File: src/rtl/eth_tx_pkg.sv
// Shared constants, state encoding and frame-length helper for the Ethernet reply transmitter.
// ETH_TX_PAD_EN: when defined, short frames are zero-padded to the 60-byte Ethernet minimum.
package eth_tx_pkg;

    localparam logic [15:0] ETYPE_ARP       = 16'h0806;
    localparam logic [15:0] ETYPE_IP        = 16'h0800;
    localparam logic [15:0] ARP_OP_REPLY    = 16'h0002;
    localparam logic [15:0] ARP_HTYPE_ETH   = 16'h0001;
    localparam logic [15:0] ARP_HLEN_PLEN   = 16'h0604;
    localparam logic [15:0] IP_VER_IHL_TOS  = 16'h4500;
    localparam logic [7:0]  IP_PROTO_ICMP   = 8'h01;
    localparam logic [15:0] ICMP_TYPE_DELTA = 16'h0800;

    localparam int HDR_BYTES         = 42;
    localparam int MIN_FRAME_BYTES   = 60;
    localparam int IP_ICMP_HDR_BYTES = 28;
    localparam int LAST_HDR_WORD     = 9;

    typedef enum logic [2:0] {
        ST_IDLE,
        ST_CSUM,
        ST_ARP,
        ST_HDR,
        ST_PAY,
        ST_DONE
    } tx_state_e;

    typedef struct packed {
        logic [10:0] last;       // index of the eop word
        logic [10:0] real_last;  // last word carrying frame bytes; beyond it only padding
        logic [1:0]  mod;
    } frame_len_t;

    function automatic frame_len_t frame_len(input logic [16:0] bytes);
        frame_len_t  f;
        logic [16:0] words;
        words       = (bytes + 17'd3) >> 2;
        f.real_last = 11'(words - 17'd1);
        f.last      = f.real_last;
        f.mod       = 2'(~bytes[1:0] + 2'd1);
`ifdef ETH_TX_PAD_EN
        if (bytes < 17'(MIN_FRAME_BYTES)) begin
            f.last = 11'(MIN_FRAME_BYTES / 4 - 1);
            f.mod  = 2'd0;
        end
`endif
        return f;
    endfunction

endpackage

File: src/rtl/ip_csum16.sv
// Multi-operand 16-bit one's-complement adder: folds the carries back twice and also
// offers the inverted result for use as an IP/ICMP checksum field.
module ip_csum16 #(
    parameter int N = 2
) (
    input  logic [N-1:0][15:0] ops,
    output logic [15:0]        sum,
    output logic [15:0]        csum
);

    logic [31:0] acc;
    logic [16:0] fold1;
    logic [15:0] fold2;

    always_comb begin
        acc = '0;
        for (int i = 0; i < N; i++) acc = acc + 32'(ops[i]);
        fold1 = 17'(acc[15:0]) + 17'(acc[31:16]);
        // after the first fold a carry leaves the low half small, so one more add settles it
        fold2 = fold1[15:0] + 16'(fold1[16]);
        sum   = fold2;
        csum  = ~fold2;
    end

endmodule

File: src/rtl/eth_reply_tx.sv
// ARP / ICMP echo reply frame builder streaming 32-bit words to the MAC TX FIFO.
// ETH_TX_PAD_EN (see eth_tx_pkg::frame_len) selects zero padding of short frames to 60 bytes.
module eth_reply_tx
    import eth_tx_pkg::*;
#(
    parameter int         MAX_ICMP_LEN = 1472,
    parameter logic [7:0] IP_TTL       = 8'h40
) (
    input  logic        clk,
    input  logic        rst,
    input  logic        send,
    input  logic [7:0]  reply,
    input  logic [47:0] mac_my,
    input  logic [31:0] ip_my,
    input  logic [47:0] source_mac_ARP,
    input  logic [31:0] arp_peer_ip,
    input  logic [47:0] source_mac,
    input  logic [31:0] ICMP_IP_DEST,
    input  logic [15:0] identification,
    input  logic [15:0] identifier,
    input  logic [15:0] icmp_csum_rx,
    input  logic [15:0] icmp_length,
    output logic [10:0] mem_adr,
    input  logic [31:0] mem_data,
    output logic [31:0] tx_data,
    output logic        tx_wren,
    output logic        tx_sop,
    output logic        tx_eop,
    output logic [1:0]  tx_mod,
    input  logic        tx_rdy,
    output logic        busy,
    output logic        done,
    output logic        drop
);

    tx_state_e   state, state_nx;
    logic [10:0] idx, idx_nx;
    logic        csum_ph;
    logic [47:0] dmac_q, mac_q;
    logic [31:0] ip_q, peer_q;
    logic [15:0] ident_q, icmp_id_q, len_q, icsum_q, hcsum_q;
    frame_len_t  flen_q;
    logic [31:0] cur_q;
    logic        adv_q;
    logic        drop_q;

    logic        req_icmp, len_ok, start_arp, start_icmp, start_drop, xfer;
    logic [15:0] ip_len, icsum_nx, icsum_inv, hcsum_nx, hsum_raw;
    frame_len_t  fl_arp, fl_icmp;
    logic [31:0] hdr_word, pay_word;
    logic        unused_bits;

    assign start_arp  = (state == ST_IDLE) && send && reply[0];
    assign req_icmp   = (state == ST_IDLE) && send && !reply[0] && reply[1];
    assign len_ok     = icmp_length <= 16'(MAX_ICMP_LEN);
    assign start_icmp = req_icmp && len_ok;
    assign start_drop = req_icmp && !len_ok;

    assign fl_arp  = frame_len(17'(HDR_BYTES));
    assign fl_icmp = frame_len(17'(HDR_BYTES) + {1'b0, icmp_length});
    assign ip_len  = len_q + 16'(IP_ICMP_HDR_BYTES);

    // Echo reply only changes the type byte 8 -> 0, so the checksum is patched, not recomputed.
    ip_csum16 #(.N(2)) u_icsum (
        .ops  ({icmp_csum_rx, ICMP_TYPE_DELTA}),
        .sum  (icsum_nx),
        .csum (icsum_inv)
    );

    // Zero-valued header fields (flags/fragment, checksum slot) are left out of the sum.
    ip_csum16 #(.N(8)) u_hcsum (
        .ops  ({IP_VER_IHL_TOS, ip_len, ident_q, {IP_TTL, IP_PROTO_ICMP},
                ip_q[31:16], ip_q[15:0], peer_q[31:16], peer_q[15:0]}),
        .sum  (hsum_raw),
        .csum (hcsum_nx)
    );

    assign unused_bits = &{1'b0, reply[7:2], icsum_inv, hsum_raw};

    always_ff @(posedge clk or negedge rst) begin
        if (!rst) begin
            state     <= ST_IDLE;
            idx       <= '0;
            csum_ph   <= 1'b0;
            dmac_q    <= '0;
            mac_q     <= '0;
            ip_q      <= '0;
            peer_q    <= '0;
            ident_q   <= '0;
            icmp_id_q <= '0;
            len_q     <= '0;
            icsum_q   <= '0;
            hcsum_q   <= '0;
            flen_q    <= '0;
            cur_q     <= '0;
            adv_q     <= 1'b0;
            drop_q    <= 1'b0;
            mem_adr   <= '0;
        end else begin
            state  <= state_nx;
            idx    <= idx_nx;
            drop_q <= start_drop;
            adv_q  <= xfer;
            if (state == ST_PAY) cur_q <= pay_word;
            if (state == ST_CSUM) begin
                csum_ph <= ~csum_ph;
                if (!csum_ph) hcsum_q <= hcsum_nx;
            end
            if (start_arp || start_icmp) begin
                dmac_q    <= reply[0] ? source_mac_ARP : source_mac;
                peer_q    <= reply[0] ? arp_peer_ip : ICMP_IP_DEST;
                mac_q     <= mac_my;
                ip_q      <= ip_my;
                ident_q   <= identification;
                icmp_id_q <= identifier;
                len_q     <= icmp_length;
                icsum_q   <= icsum_nx;
                flen_q    <= reply[0] ? fl_arp : fl_icmp;
                mem_adr   <= 11'd1;
            end else if (xfer) begin
                mem_adr <= mem_adr + 11'd1;
            end else if (state == ST_DONE) begin
                mem_adr <= '0;
            end
        end
    end

    assign tx_wren = (state == ST_ARP) || (state == ST_HDR) || (state == ST_PAY);
    assign xfer    = tx_wren && tx_rdy;

    always_comb begin
        state_nx = state;
        idx_nx   = idx;
        case (state)
            ST_IDLE: begin
                idx_nx = '0;
                if (start_arp)       state_nx = ST_ARP;
                else if (start_icmp) state_nx = ST_CSUM;
            end
            ST_CSUM: if (csum_ph) state_nx = ST_HDR;
            ST_ARP, ST_PAY: begin
                if (xfer) begin
                    if (idx == flen_q.last) state_nx = ST_DONE;
                    else                    idx_nx   = idx + 11'd1;
                end
            end
            ST_HDR: begin
                if (xfer) begin
                    idx_nx = idx + 11'd1;
                    if (idx == 11'(LAST_HDR_WORD)) state_nx = ST_PAY;
                end
            end
            ST_DONE: state_nx = ST_IDLE;
            default: state_nx = ST_IDLE;
        endcase
    end

    always_comb begin
        hdr_word = '0;
        case (idx)
            11'd0:  hdr_word = dmac_q[47:16];
            11'd1:  hdr_word = {dmac_q[15:0], mac_q[47:32]};
            11'd2:  hdr_word = mac_q[31:0];
            11'd3:  hdr_word = (state == ST_ARP) ? {ETYPE_ARP, ARP_HTYPE_ETH} : {ETYPE_IP, IP_VER_IHL_TOS};
            11'd4:  hdr_word = (state == ST_ARP) ? {ETYPE_IP, ARP_HLEN_PLEN} : {ip_len, ident_q};
            11'd5:  hdr_word = (state == ST_ARP) ? {ARP_OP_REPLY, mac_q[47:32]} : {16'h0000, IP_TTL, IP_PROTO_ICMP};
            11'd6:  hdr_word = (state == ST_ARP) ? mac_q[31:0] : {hcsum_q, ip_q[31:16]};
            11'd7:  hdr_word = (state == ST_ARP) ? ip_q : {ip_q[15:0], peer_q[31:16]};
            11'd8:  hdr_word = (state == ST_ARP) ? dmac_q[47:16] : {peer_q[15:0], 16'h0000};
            11'd9:  hdr_word = (state == ST_ARP) ? {dmac_q[15:0], peer_q[31:16]} : {icsum_q, icmp_id_q};
            11'd10: hdr_word = {peer_q[15:0], 16'h0000};
            default: hdr_word = '0;
        endcase
    end

    // mem_adr sits one word ahead; after a stall the read data has moved on, so the held copy is used.
    assign pay_word = (idx > flen_q.real_last) ? '0 : (adv_q ? mem_data : cur_q);

    assign tx_data = !tx_wren ? '0 : (state == ST_PAY) ? pay_word : hdr_word;
    assign tx_sop  = tx_wren && (idx == '0);
    assign tx_eop  = tx_wren && (idx == flen_q.last);
    assign tx_mod  = tx_eop ? flen_q.mod : 2'd0;
    assign busy    = state != ST_IDLE;
    assign done    = state == ST_DONE;
    assign drop    = drop_q;

endmodule

File: config.mk
export PLATFORM = sky130hd
export DESIGN_NAME = eth_reply_tx
export DESIGN_NICKNAME = d
export VERILOG_FILES = /design/src/rtl/eth_tx_pkg.sv /design/src/rtl/ip_csum16.sv /design/src/rtl/eth_reply_tx.sv
export SDC_FILE = /design/constraint.sdc
export NUM_CORES = 1
export LEC_CHECK = 0
export BUFFER_PORTS_ARGS = -buffer_cell sky130_fd_sc_hd__buf_2
export CORE_UTILIZATION = 40
export CTS_CLUSTER_DIAMETER = 60
export DETAILED_ROUTE_END_ITERATION = 12
export PLACE_DENSITY = 0.68
export SLEW_MARGIN = 0
export SYNTH_ARGS = -nofsm -noshare
export SYNTH_HDL_FRONTEND = slang
export SYNTH_HIERARCHICAL = 1
export SYNTH_SLANG_ARGS = --single-unit
export TNS_END_PERCENT = 30
File: constraint.sdc
create_clock -name clk -period 14.25 [get_ports clk]
set_input_delay 1.425 -clock clk [delete_from_list [all_inputs] [get_ports clk]]
set_output_delay 1.425 -clock clk [all_outputs]
set_load 0.05 [all_outputs]
Word-level counts from Yosys, hierarchy flattened --
Index checks and enable logic that the tools add are counted.
Operators by class: add/subtract/negate cells 19, order comparisons 2, equality and inequality tests 23, mux-type cells 31, bitwise operators 3, reduce and logical (&&, ||, !) cells 23
Operators by type and width (count):
- $pmux 32 s11 | 1
- $mux 32 | 10
- $add 32x16->32 | 4
- $mux 11 | 6
- $add 32x15->32 const B | 2
- $add 16x16->17 | 3
- $mux 48 | 1
- $eq 11x3->1 const B | 4
- $eq 11x4->1 const B | 3
- $pmux 11 s3 | 1
- $add 16x1->16 | 2
- $mux 24 | 1
- $add 11x1->11 const B | 2
- $eq 11x2->1 const B | 2
- $mux 3 | 7
- $mux 19 | 1
- $mux 18 | 1
- $add 12x16->17 const A | 1
- $add 16x5->16 const B | 1
- $le 16x11->1 const B | 1
- $not 16->16 | 1
- $add 13x2->13 const B | 1
- $add 6x13->13 const A | 1
- $pmux 3 s4 | 1
- 24 further kinds | 43
Word-level totals: bits in registers 324, input bits 348, output and inout port bits 51, logic and storage cells 120

Logic depth before layout (Yosys ltp) --
depth in word-level cells 10, mapped depth 39

By module --
Netlist, hierarchy kept.
Modules (own cells, without submodules):
- eth_reply_tx | instances 1, cells each 1700, area each 17371.7 um^2, sequential area each 7832.5 um^2
- ip_csum16 at u_hcsum | instances 1, cells each 488, area each 4076.4 um^2, sequential area each 0.0 um^2
- ip_csum16 at u_icsum | instances 1, cells each 211, area each 1559.0 um^2, sequential area each 0.0 um^2

Least setup slack after synthesis --
No wires, ideal clock.
path type reg2reg, from register ip_q[18], to register hcsum_q[12], setup time 125 ps, arrival 8492 ps, data required time 14125 ps, path slack 5633 ps, cell stages (with the launch flop) 36, path buffers 0, period minus slack after synthesis 8617 ps, path through dfrtp_1 -> inv_1 -> fa_1 -> inv_1 -> fa_1 -> fa_1 -> inv_1 -> fa_1 -> inv_1 -> ha_1 -> inv_1 -> fa_1 -> nor2b_1 -> o311ai_1 -> a31oi_1 -> o311a_1 -> o31a_1 -> o21ai_1 -> nand2b_1 -> a21o_1 -> a21o_1 -> ha_1 -> a21oi_1 -> or4_4 -> nor4b_4 -> or4b_1 -> nor2b_1 -> and3_1 -> ha_1 -> ha_1 -> and2_0 -> nor3b_1 -> nand4_1 -> a21boi_1 -> xnor2_1 -> mux2_2
On the way: longest elaborated chain between the ends 8
RTL lines:
- from (decl) | RTL line eth_reply_tx.sv:40 | logic [31:0] ip_q, peer_q;
- from (signal assigned) | RTL line eth_reply_tx.sv:113 | ip_q <= ip_my;
- $add 32x16->32 | RTL line ip_csum16.sv:17 | for (int i = 0; i < N; i++) acc = acc + 32'(ops[i]);
- $add 32x15->32 | RTL line ip_csum16.sv:17
- $add 32x16->32 (2 in series) | RTL line ip_csum16.sv:17
- $add 32x15->32 | RTL line ip_csum16.sv:17
- $add 16x16->17 | RTL line ip_csum16.sv:18 | fold1 = 17'(acc[15:0]) + 17'(acc[31:16]);
- $add 16x1->16 | RTL line ip_csum16.sv:20 | fold2 = fold1[15:0] + 16'(fold1[16]);
- $not 16->16 | RTL line ip_csum16.sv:22 | csum = ~fold2;
- net hcsum_nx[12] | RTL line eth_reply_tx.sv:48 | logic [15:0] ip_len, icsum_nx, icsum_inv, hcsum_nx, hsum_raw;
- to (signal assigned) | RTL line eth_reply_tx.sv:107 | if (!csum_ph) hcsum_q <= hcsum_nx;
- to (decl) | RTL line eth_reply_tx.sv:41 | logic [15:0] ident_q, icmp_id_q, len_q, icsum_q, hcsum_q;
The timed path passes the listed nets, and every way through them passes these cells. A chain may end at the register's enable or synchronous reset.

Worst setup path in the final report --
from register len_q[2], to register hcsum_q[14]
On the way: longest elaborated chain between the ends 6
RTL lines:
- from (decl) | RTL line eth_reply_tx.sv:41
- from (signal assigned) | RTL line eth_reply_tx.sv:116 | len_q <= icmp_length;
- $add 16x5->16 | RTL line eth_reply_tx.sv:61 | assign ip_len = len_q + 16'(IP_ICMP_HDR_BYTES);
- net ip_len[2] | RTL line eth_reply_tx.sv:48
- $add 32x16->32 | RTL line ip_csum16.sv:17
- $add 32x15->32 | RTL line ip_csum16.sv:17
- $add 16x16->17 | RTL line ip_csum16.sv:18
- $add 16x1->16 | RTL line ip_csum16.sv:20
- $not 16->16 | RTL line ip_csum16.sv:22
- net hcsum_nx[14] | RTL line eth_reply_tx.sv:48
The timed path passes the listed nets, and every way through them passes these cells.

==> results.toml <==
[die]
top_level_ports = 399
start_util_pct = 40.52
die_w_um = 241.2
core_area_mm2 = 0.05650
die_area_mm2 = 0.05819
dieHeight_um = 241.2
rows = 87

[clocking]
cts_tree = "yes"
insertion_delay_ns = 0.59
cts.sinks = 313
max-clock-path-buffers = 3
numCtsBuffers = 39
cts-root-buf = "clkbuf_16"
post-cts-setup-buffer-count = 0
htree_levels = 2
cts_resized = 0
path_clk_slew_ns = 0.06
hold_buffers = 0

[sta]
skew_ns = 0.03363
setup_viol = 0
finalCriticalPeriod_ns = 10.20
drv_slew = 0
relSlewSlack_pct = 13.33
fin_tns_setup_ns = 0
clock.fmax_mhz = 97.99
rsz0062_at_grt = "false"
worst-slew-pin-transition_ns = 1.300
hold_viol_final = 0
finalCritPeriodShare_pct = 71.61

[placed_design]
gp_congestion = 1.003
hpwl_um = 66160
portBuffers = 392

[drt]
dr.pass1.iters = 7
vias = 20117
postRouteAntennaNets = 0
wire_per_inst_um = 23.58
wl_um = 83620
drcViolationCount = 0
drtIter0Drc = 1994
drt-vias-per-instance = 5.673

[critical_path]
crit_start = "len_q[2]"
reg2reg_setup_slack_ns = 4.05
slowest_stage = "or4_4"
worst_setup_path_start_kind = "flip-flop"
worst-setup-path-type = "flip-flop to flip-flop"
end_kind = "flip-flop"
cp_max_fo = 6
required_ns = 14.73
critPathMaxStageDelay_ns = 0.57
reg2reg_depth = 35
critPathArrivalTime_ns = 10.68
r2r-start = "len_q[2]"

[global_route]
met3_usage_pct = 5.595
met1_usage_pct = 35.65
grt_overflow = 0
antenna_found_initial = 8
grt_util_met2_pct = 45.81
grt_pass1_wl_um = 121700
grt_pass1_vias = 19562
grt_usage_pct = 28.42
grt_max_degree = 127
busiest_layer = "met2"

[min_path]
whs_path_depth = 2
worstHoldStart = "cur_q[4]"
hold_class = "flip-flop to flip-flop"

[cells_and_area]
drive_above_1_share_pct = 25.39
synthToLayoutAreaGrowth_pct = 17.85
nets = 3269

[synthesis]
syn_inst = 2379
syn_avg_cell_area_um2 = 9.623
netlist_area_mm2 = 0.02289
yosys_warnings = 6

[status]
outcome = "finished clean"

[flow_run]
cap_violations = 0
## through the flow
| step | util [%] | hold slack [ns] | instance area, um2 | worst slack, ns | instances |
|---|---|---|---|---|---|
| final | 47.75 | 0.4700 | 26980 | 4.045 | 3546 |
| after global routing | 47.74 | 0.4917 | 26970 | 3.324 | 3543 |
| after CTS | 47.73 | 0.4749 | 26960 | 4.146 | 3541 |
| after detailed placement | 45.27 | 0.4597 | 25580 | 4.153 | 3472 |
| after global placement | 45.27 | 0.4537 | 25580 | 4.226 | 3472 |
| after floorplan | - | 0.4418 | 23070 | 5.710 | 2426 |
## cells in the final DEF (no fill, tap or decap), drive strengths merged, types with 11 or more instances in the layout
master  instances
a221o          12
a31oi          15
dfrtp         313
nor3           38
a211oi         15
a221oi         20
and2           16
mux2          181
xor2           42
nor2           89
nor4           15
a21oi          86
a32oi          20
buf           418
clkinv         11
nand3          61
o21a           19
inv           255
ha             67
conb           49
nand2b         14
fa             97
a21o           17
nand4          15
mux2i         113
o22ai          20
o21ai         172
a22o           15
clkbuf         46
a222oi         12
and3           28
a32o           12
nand2         250
a22oi          39
xnor2          58
o211ai         13
## flip-flops by register name, indices dropped and copies added (netlist names), 11 cells and up
signal and count:
icmp_id_q 16, flen_q 13, mem_adr 11, len_q 16, hcsum_q 16, mac_q 48
peer_q 32, idx 11, ip_q 32, ident_q 16, icsum_q 16, dmac_q 48
cur_q 32
## critical path: cells and delay by family (launching register included)
kind / cells / cell delay, ns
fa+ha+maj: 8 / 2.85
xor+xnor: 2 / 0.62
simple gates: 10 / 3.02
flops: 1 / 0.39
mux: 1 / 0.28
compound gates: 9 / 2.46
buf+inv: 5 / 0.50
## layer usage
metal  wire length, um  part of all wire, %  vias up
li1                  -                    -     9106
met1             32970                   39     9812
met2             38570                   46      955
met3              6918                  8.3      238
met4              5111                  6.1        6
met5                51                0.061        -
## final timing paths
kind,to
max,hcsum_q[14]
min,cur_q[4]
max reg2reg,hcsum_q[14]
min reg2reg,cur_q[4]
max in group asynchronous,adv_q
min in group asynchronous,icmp_id_q[0]
## layout make-up
type                    count  area [um2]
fillers                  5317       29520
multi-input cells        1735       13690
flip-flops and latches    313        7834
repair buffers            418        2170
clock buffers              46        1042
well taps                 756       945.9
inverters                 250       938.4
clock inverters            23       346.6
diodes                      5       12.51
Power is left out: the tool's default activity adds up to more than one toggle a clock period on the data nets, which glitch-free logic cannot reach.
